### config.mk
export PLATFORM = sky130hd
export DESIGN_NAME = mr1_directed_stim
export DESIGN_NICKNAME = d
export VERILOG_FILES = /design/src/rtl/mr1_stim_pkg.sv /design/src/rtl/mr1_stim_rsp_pipe.sv /design/src/rtl/mr1_directed_stim.sv
export SDC_FILE = /design/constraint.sdc
export NUM_CORES = 1
export LEC_CHECK = 0
export CORE_MARGIN = 2
export CORE_UTILIZATION = 30
export DETAILED_ROUTE_END_ITERATION = 16
export DONT_BUFFER_PORTS = 1
export SLEW_MARGIN = 0
export SYNTH_ARGS = -nofsm -noshare
export SYNTH_HDL_FRONTEND = slang
export SYNTH_SLANG_ARGS = --single-unit
### constraint.sdc
create_clock -name clk -period 6.6 [get_ports clk]
set_input_delay 0.66 -clock clk [delete_from_list [all_inputs] [get_ports clk]]
set_output_delay 0.66 -clock clk [all_outputs]
set_load 0.01 [all_outputs]
### src/rtl/mr1_stim_pkg.sv
// Shared types and constants for the MR1 directed-stimulus responder.
// Holds the FSM state encoding, response FIFO entry and byte-lane helpers.
package mr1_stim_pkg;

  typedef enum logic [1:0] {IDLE, RUN, DONE, TIMEOUT} state_t;

  localparam logic [31:0] NOP_INSN  = 32'h0000_0013;
  localparam logic [15:0] LFSR_SEED = 16'hACE1;

  localparam logic [1:0] SIZE_B = 2'd0;
  localparam logic [1:0] SIZE_H = 2'd1;
  localparam logic [1:0] SIZE_W = 2'd2;

  // age counts cycles since accept, saturating at the response latency
  typedef struct packed {
    logic [31:0] data;
    logic [2:0]  age;
  } rsp_entry_t;

  function automatic logic [3:0] size_be(input logic [1:0] size, input logic [1:0] off);
    case (size)
      SIZE_B:  return 4'b0001 << off;
      SIZE_H:  return off[1] ? 4'b1100 : 4'b0011;
      default: return 4'b1111;
    endcase
  endfunction

  function automatic logic [15:0] sat_inc16(input logic [15:0] v);
    return (v == 16'hFFFF) ? v : v + 16'd1;
  endfunction

endpackage

### src/rtl/mr1_stim_rsp_pipe.sv
// Fixed-latency in-order response FIFO: an entry pushed at accept becomes
// visible exactly LAT cycles later and pops in the cycle it is presented.
module mr1_stim_rsp_pipe
  import mr1_stim_pkg::*;
#(
  parameter int DEPTH = 2,
  parameter int LAT   = 1
) (
  input  logic        clk,
  input  logic        reset,
  input  logic        push,
  input  logic [31:0] push_data,
  output logic        can_push,
  output logic        rsp_valid,
  output logic [31:0] rsp_data
);

  localparam int PW = (DEPTH > 1) ? $clog2(DEPTH) : 1;
  localparam int CW = $clog2(DEPTH + 1);
  localparam logic [2:0] LAT_A = 3'(LAT);

  rsp_entry_t    slot_q [DEPTH];
  rsp_entry_t    slot_d [DEPTH];
  logic [PW-1:0] head_q, head_d, tail_q, tail_d;
  logic [CW-1:0] cnt_q, cnt_d;

  function automatic logic [PW-1:0] ptr_inc(input logic [PW-1:0] p);
    return (p == PW'(DEPTH - 1)) ? '0 : p + 1'b1;
  endfunction

  assign rsp_valid = (cnt_q != '0) && (slot_q[head_q].age >= LAT_A);
  assign rsp_data  = rsp_valid ? slot_q[head_q].data : 32'h0;
  // a full FIFO still accepts when its head leaves in the same cycle
  assign can_push  = (cnt_q < CW'(DEPTH)) || rsp_valid;

  always_comb begin
    slot_d = slot_q;
    head_d = head_q;
    tail_d = tail_q;
    for (int i = 0; i < DEPTH; i++) begin
      if (slot_q[i].age < LAT_A) slot_d[i].age = slot_q[i].age + 3'd1;
    end
    if (push) begin
      slot_d[tail_q] = '{data: push_data, age: 3'd1};
      tail_d = ptr_inc(tail_q);
    end
    if (rsp_valid) head_d = ptr_inc(head_q);
    cnt_d = cnt_q + CW'(push) - CW'(rsp_valid);
  end

  always_ff @(posedge clk) begin
    if (!reset) begin
      head_q <= '0;
      tail_q <= '0;
      cnt_q  <= '0;
    end else begin
      head_q <= head_d;
      tail_q <= tail_d;
      cnt_q  <= cnt_d;
    end
  end

  always_ff @(posedge clk) slot_q <= slot_d;

endmodule

### src/rtl/mr1_directed_stim.sv
// Directed-stimulus responder for MR1 benches: program-table fetches, word RAM
// data, RVFI retire counters, done/timeout. MR1_STIM_BACKPRESSURE_EN adds LFSR ready gating.
module mr1_directed_stim
  import mr1_stim_pkg::*;
#(
  parameter int          PROG_DEPTH   = 16,
  parameter int          DMEM_DEPTH   = 8,
  parameter int          RSP_LAT      = 1,
  parameter int          MAX_OUTST    = 2,
  parameter logic [31:0] RESET_PC     = 32'h0,
  parameter int          TARGET_INSNS = 4,
  parameter int          TIMEOUT_CYC  = 20
) (
  input  logic                          clk,
  input  logic                          reset,
  input  logic                          prog_we,
  input  logic [$clog2(PROG_DEPTH)-1:0] prog_addr,
  input  logic [31:0]                   prog_data,
  input  logic                          start,
  input  logic                          instr_req_valid,
  output logic                          instr_req_ready,
  input  logic [31:0]                   instr_req_addr,
  output logic                          instr_rsp_valid,
  output logic [31:0]                   instr_rsp_data,
  input  logic                          data_req_valid,
  output logic                          data_req_ready,
  input  logic                          data_req_wr,
  input  logic [1:0]                    data_req_size,
  input  logic [31:0]                   data_req_addr,
  input  logic [31:0]                   data_req_data,
  output logic                          data_rsp_valid,
  output logic [31:0]                   data_rsp_data,
  input  logic                          rvfi_valid,
  input  logic [31:0]                   rvfi_insn,
  input  logic [3:0]                    rvfi_mem_rmask,
  input  logic [3:0]                    rvfi_mem_wmask,
  output logic [15:0]                   cnt_insn,
  output logic [15:0]                   cnt_ld,
  output logic [15:0]                   cnt_st,
  output logic                          done,
  output logic                          timeout,
  output state_t                        dbg_state
);

  localparam int PAW = $clog2(PROG_DEPTH);
  localparam int DAW = $clog2(DMEM_DEPTH);

  state_t         state_q, state_d;
  logic [15:0]    cnt_insn_q, cnt_insn_d, cnt_ld_q, cnt_ld_d, cnt_st_q, cnt_st_d;
  logic [31:0]    cyc_q, cyc_d;
  logic [31:0]    prog_q [PROG_DEPTH];
  logic [31:0]    prog_d [PROG_DEPTH];
  logic [31:0]    dmem_q [DMEM_DEPTH];
  logic [31:0]    dmem_d [DMEM_DEPTH];
  logic           in_run, bp_ok, i_can_push, d_can_push, i_push, d_push, d_store;
  logic [31:0]    fetch_off, fetch_word;
  logic [DAW-1:0] d_idx;
  logic [3:0]     d_be;
  logic           unused_bits;

`ifdef MR1_STIM_BACKPRESSURE_EN
  logic [15:0] lfsr_q, lfsr_d;
  assign lfsr_d = {lfsr_q[14:0], lfsr_q[15] ^ lfsr_q[13] ^ lfsr_q[12] ^ lfsr_q[10]};
  always_ff @(posedge clk) begin
    if (!reset) lfsr_q <= LFSR_SEED;
    else        lfsr_q <= lfsr_d;
  end
  assign bp_ok = lfsr_q[0];
`else
  assign bp_ok = 1'b1;
`endif

  // Handshake: a request transfers on a cycle where valid && ready; responses
  // have no ready and are presented for exactly one cycle, in accept order.
  assign in_run          = (state_q == RUN);
  assign instr_req_ready = in_run && i_can_push && bp_ok;
  assign data_req_ready  = in_run && d_can_push && bp_ok;
  assign i_push          = instr_req_valid && instr_req_ready;
  assign d_push          = data_req_valid && data_req_ready && !data_req_wr;
  assign d_store         = data_req_valid && data_req_ready && data_req_wr;
  assign d_idx           = data_req_addr[DAW+1:2];
  assign d_be            = size_be(data_req_size, data_req_addr[1:0]);

  always_comb begin
    fetch_off  = instr_req_addr - RESET_PC;
    fetch_word = NOP_INSN;
    if (instr_req_addr[1:0] == 2'b00 && fetch_off[31:2] < 30'(PROG_DEPTH))
      fetch_word = prog_q[fetch_off[PAW+1:2]];
  end

  always_comb begin
    prog_d = prog_q;
    dmem_d = dmem_q;
    if (prog_we && state_q == IDLE) prog_d[prog_addr] = prog_data;
    if (d_store) begin
      for (int b = 0; b < 4; b++) begin
        if (d_be[b]) dmem_d[d_idx][8*b +: 8] = data_req_data[8*b +: 8];
      end
    end
  end

  always_ff @(posedge clk) begin
    prog_q <= prog_d;
    dmem_q <= dmem_d;
  end

  always_comb begin
    state_d    = state_q;
    cnt_insn_d = cnt_insn_q;
    cnt_ld_d   = cnt_ld_q;
    cnt_st_d   = cnt_st_q;
    cyc_d      = cyc_q;
    if (in_run) begin
      cyc_d = cyc_q + 32'd1;
      if (rvfi_valid) begin
        if (rvfi_insn[1:0] == 2'b11) cnt_insn_d = sat_inc16(cnt_insn_q);
        if (rvfi_mem_rmask != 4'h0)  cnt_ld_d   = sat_inc16(cnt_ld_q);
        if (rvfi_mem_wmask != 4'h0)  cnt_st_d   = sat_inc16(cnt_st_q);
      end
    end
    case (state_q)
      IDLE: if (start) state_d = RUN;
      // done is checked first so it wins a same-cycle tie with timeout
      RUN: begin
        if (cnt_insn_d == 16'(TARGET_INSNS))  state_d = DONE;
        else if (cyc_d == 32'(TIMEOUT_CYC))   state_d = TIMEOUT;
      end
      default: state_d = state_q;
    endcase
  end

  always_ff @(posedge clk) begin
    if (!reset) begin
      state_q    <= IDLE;
      cnt_insn_q <= '0;
      cnt_ld_q   <= '0;
      cnt_st_q   <= '0;
      cyc_q      <= '0;
    end else begin
      state_q    <= state_d;
      cnt_insn_q <= cnt_insn_d;
      cnt_ld_q   <= cnt_ld_d;
      cnt_st_q   <= cnt_st_d;
      cyc_q      <= cyc_d;
    end
  end

  mr1_stim_rsp_pipe #(.DEPTH(MAX_OUTST), .LAT(RSP_LAT)) u_instr_pipe (
    .clk       (clk),
    .reset     (reset),
    .push      (i_push),
    .push_data (fetch_word),
    .can_push  (i_can_push),
    .rsp_valid (instr_rsp_valid),
    .rsp_data  (instr_rsp_data)
  );

  mr1_stim_rsp_pipe #(.DEPTH(MAX_OUTST), .LAT(RSP_LAT)) u_data_pipe (
    .clk       (clk),
    .reset     (reset),
    .push      (d_push),
    .push_data (dmem_q[d_idx]),
    .can_push  (d_can_push),
    .rsp_valid (data_rsp_valid),
    .rsp_data  (data_rsp_data)
  );

  assign cnt_insn    = cnt_insn_q;
  assign cnt_ld      = cnt_ld_q;
  assign cnt_st      = cnt_st_q;
  assign done        = (state_q == DONE);
  assign timeout     = (state_q == TIMEOUT);
  assign dbg_state   = state_q;
  assign unused_bits = ^{data_req_addr[31:DAW+2], rvfi_insn[31:2], fetch_off[1:0]};

endmodule

==> metrics.sh <==
DETAIL_ROUTE.VIAS_PER_CELL=4.87
MIN_FROM='prog_data[15]'
YOSYSWARNINGCOUNT=0
INITIAL_UTILIZATION=0.303
GRT_START_MAX_NET_PINS=129
GRT_USE_TOTAL=0.138
SYNTH_TOP_CELLS_BY_COUNT='sky130_fd_sc_hd__edfxtp_1 (896), sky130_fd_sc_hd__nor2_1 (234), sky130_fd_sc_hd__mux4_2 (159), sky130_fd_sc_hd__a22oi_1 (128), sky130_fd_sc_hd__dfxtp_1 (102)'
REGTOREGENDPOINT='u_instr_pipe.slot_q[25]$_DFFE_PP_'
HPWLAFTERDP_MICRONS=54700
POSTSYNTHNETCOUNT=2462
FIRST_PASS_GRT_WIRE_LENGTH_MICRONS=137000
POWER_DENSITY_nW_PER_UM2=305
FINAL_MIN_PERIOD_OVER_CLOCK_PERIOD=0.607
FINALWORSTPATHREQUIREDPERIOD_PS=4010
CP-STARTPOINT='u_instr_pipe.head_q$_SDFFE_PN0P_'
GRT_SETUP_UNREPAIRED='false'
SYNTHARSTFLOPSHARE=0
NUMBER_OF_H_TREE_LEVELS=3
CRITPATHKIND='flop to output pin'
WORST_PIN_SLEW_PS=1260
DIE_AREA_SQ_UM=134000
CTS-ROOT-TO-SINK-BUFFERS=3
CLOCK-SKEW-FINAL_PS=45.6
MAXCAP_VIOL_COUNT=0
AREA_OF_COMBINATIONAL_CELLS_WITH_MULTIPLE_INPUTS_SQ_UM=9990
ANTENNA_VIOLATING_NETS_POST_ROUTE=0
SYNTH-EDFF-COUNT=896
GRT_OVERFLOW=0
CTSROOTBUFFERMASTER='sky130_fd_sc_hd__clkbuf_16'
STATIC-LEAKAGE-POWER_nW=14.0
YOSYS_REGISTER_BITS=998
PLACEMENT.IO_BUFFERS=0
SYNTHESIS.AREA_PER_INSTANCE_SQ_UM=17.3
NUM-FILL-CELLS=12300
NUMPLACEDINSTANCES=3929
CTS_BUFS_INSERTED=102
DETAILROUTE.VIA_COUNT=20300
UNIQUE_MASTERS_POST_SYNTH=68
TRITONCTS='yes'
FF_TO_FF_SETUP_SLACK_PS=2650
DIE_X_MICRONS=366
RUN_STATUS='finished clean'
TIMING.FMAX_MHz=250
SYNTHESIS.INSTANCES=2268
YOSYS-TOP-CELLS-AREA='sky130_fd_sc_hd__edfxtp_1 (68%), sky130_fd_sc_hd__mux4_2 (9.1%), sky130_fd_sc_hd__dfxtp_1 (5.2%)'
ANTENNA_FOUND_INITIAL=7
CLOCK_PIN_SLEW_REPORTED_FOR_THE_WORST_SETUP_AND_HOLD_PATHS_AFTER_CLOCK_TREE_SYNTHESIS_PS=60
SETUP_VIOL=0
WORSTPATHREQUIRED_PS=5940
FINALCOREUTILIZATION=0.349
NUM-NETS-FINAL=2538
PEAKVDDDROP_mV=0.225
WORST_R2R_PATH_DEPTH=6
HOLD_PATH.CLASS='input pin to flop'
DETAIL_ROUTE.WIRELENGTH_MICRONS=94300
SYN_AREA_SQ_UM=39300
MAX-SLEW-MARGIN-REL=0.153
HOLD_PATH_DEPTH=0
FIRST_GLOBAL_VIAS=20200
HOLD_SLACK_PS=65.5
DRT_PRE_ANTENNA_ITERS=5
CRITICAL_PATH.STARTPOINT_TYPE='flop'
DIE_HEIGHT_MICRONS=366
DRC=0
DRV_SLEW=0
SYNTH_SEQUENTIAL_AREA_RATIO=0.737
MOST_FREQUENT_CELL_AFTER_SYNTHESIS='sky130_fd_sc_hd__edfxtp_1'
CRITICAL_PATH_PEAK_FANOUT=35
CTS_SINKS=998
PORTS=302
CRITICAL_PATH.REG2REG.STARTPOINT='u_instr_pipe.head_q$_SDFFE_PN0P_'
WORST_HOLD_PATH.ENDPOINT='prog_q[495]$_DFFE_PP_'
SYNTH_TOP_FLOP_CELL='sky130_fd_sc_hd__edfxtp_1'
SETUP.WORST_PATH.END_CLASS='output pin'
ROW_COUNT=132
AREA.GROWTH.SYNTH_TO_FINAL_PCT=15.2
FINALWEIGHTEDCONGESTION=0.779
LAYOUT-DRIVE-GT1-SHARE=0.160
POST_CTS.REPAIR.SETUP_BUFFERS=0
INITIALDRTVIOLATIONCOUNT=1788
CLOCK_INSERTION_DELAY_WORST_SKEW_PS=730
PER_CELL_ROUTED_WIRE_LENGTH_MICRONS=22.6
CORE_AREA_SQ_UM=130000
POST_ROUTE_SETUP_TNS_PS=0
INSTANCES_NO_FILL=4170
FINAL-HOLD-VIOLATION-COUNT=0
ARRIVAL_PS=3350
SYNTH_AREA_LEADER_CELL='sky130_fd_sc_hd__edfxtp_1'
SEQ_CELL_AREA_SQ_UM=29000
SYNTH.TOP_CELL.AREA_SHARE=0.685
==> repair_timing <==
item	CTS	global route
resized for setup	0	0
endpoints found under the setup margin	0	0
hold buffers	53	0
endpoints found under the hold margin	590	0
==> critical path, stage by stage, from the launching register on <==
cell and delay, ps:
sky130_fd_sc_hd__dfxtp_2 310, sky130_fd_sc_hd__buf_4 330, sky130_fd_sc_hd__or4_1 600, sky130_fd_sc_hd__o21ai_0 170
sky130_fd_sc_hd__a21o_2 770, sky130_fd_sc_hd__a21oi_1 420
==> state kept, by name (all words and copies together), names as in the netlist, 2 cells and up <==
name and cells:
dmem_q 256, cnt_st 16, u_instr_pipe.cnt_q 2, dbg_state 2, cyc_q 32, cnt_insn 16
prog_q 512, u_data_pipe.cnt_q 2, cnt_ld 16, u_instr_pipe.slot_q 70, u_data_pipe.slot_q 70
==> cells by family (layout without fill, tap and decap cells) <==
| logic type | count (synthesis) | count (layout) | synth area share |
|---|---|---|---|
| DFF | 998 | 998 | 0.737 |
| and+or+nand+nor | 612 | 612 | 0.0814 |
| other | 0 | 1 | 0 |
| adders and majority gates | 12 | 12 | 0.00382 |
| AOI/OAI and AO/OA | 210 | 210 | 0.0384 |
| xor gates and xnor gates | 76 | 76 | 0.0169 |
| muxes | 231 | 231 | 0.110 |
| buffers and inverters | 129 | 288 | 0.0131 |
==> layer usage <==
metal | wire [microns] | GRT usage | part of all wire
met1 | 41000 | 0.185 | 0.44
met5 | 13 | 0 | 0.00014
met3 | 6090 | 0.0331 | 0.065
met4 | 2050 | 0.0371 | 0.022
met2 | 45000 | 0.223 | 0.48
==> report_power, final <==
part | total, mW | switching [mW] | internal [mW]
sequential | 7.03 | 0.0483 | 6.98
clock | 5.67 | 2.46 | 3.21
combinational | 1.12 | 0.737 | 0.382
==> cell usage in the layout, fill, tap and decap left out, types with 16 or more instances in the layout <==
cell	netlist	layout
sky130_fd_sc_hd__mux2i_1	71	71
sky130_fd_sc_hd__clkinv_1	0	19
sky130_fd_sc_hd__nand4_1	56	56
sky130_fd_sc_hd__and2_1	84	83
sky130_fd_sc_hd__a22oi_1	128	128
sky130_fd_sc_hd__dfxtp_1	102	100
sky130_fd_sc_hd__nor2b_1	32	32
sky130_fd_sc_hd__clkbuf_16	0	104
sky130_fd_sc_hd__xor2_1	42	42
sky130_fd_sc_hd__xnor2_1	34	34
sky130_fd_sc_hd__dlygate4sd3_1	0	53
sky130_fd_sc_hd__clkbuf_1	78	25
sky130_fd_sc_hd__mux4_2	159	159
sky130_fd_sc_hd__a21oi_1	25	25
sky130_fd_sc_hd__nand2_1	43	43
sky130_fd_sc_hd__buf_4	2	31
sky130_fd_sc_hd__nor2_1	234	217
sky130_fd_sc_hd__clkinv_2	0	18
sky130_fd_sc_hd__nor3_1	31	26
sky130_fd_sc_hd__edfxtp_1	896	896
sky130_fd_sc_hd__inv_1	16	16
sky130_fd_sc_hd__nand3_1	28	28
==> final cells by class <==
cell class                      instances  share of cell area
Sequential cell                       998               0.640
Multi-Input combinational cell       1141               0.221
Clock buffer                          131              0.0602
Tap cell                             1742              0.0482
Timing Repair Buffer                   84              0.0169
Clock inverter                         56              0.0131
Inverter                               17             0.00141
Antenna cell                            1           0.0000553
==> through the flow <==
stage               setup slack, ps  cell area, sq um  power [mW]
detailed placement             2580             41400        8.25
global route                   2370             45300        14.3
finish                         2590             45300        13.8
CTS                            2440             45300        14.0
floorplan                      2780             39300        7.94
global placement               2680             41400        8.24
==> worst max path at each step <==
stage                                                    to  slack, ps
final                                       instr_req_ready       2590
after global routing                        instr_req_ready       2370
after CTS                                   instr_req_ready       2440
after detailed placement     u_instr_pipe.slot_q[0]$_DFF_P_       2580
after global placement    u_instr_pipe.slot_q[31]$_DFFE_PP_       2680
after floorplan                       prog_q[480]$_DFFE_PP_       2780
Power figures use the tool's default switching activity.
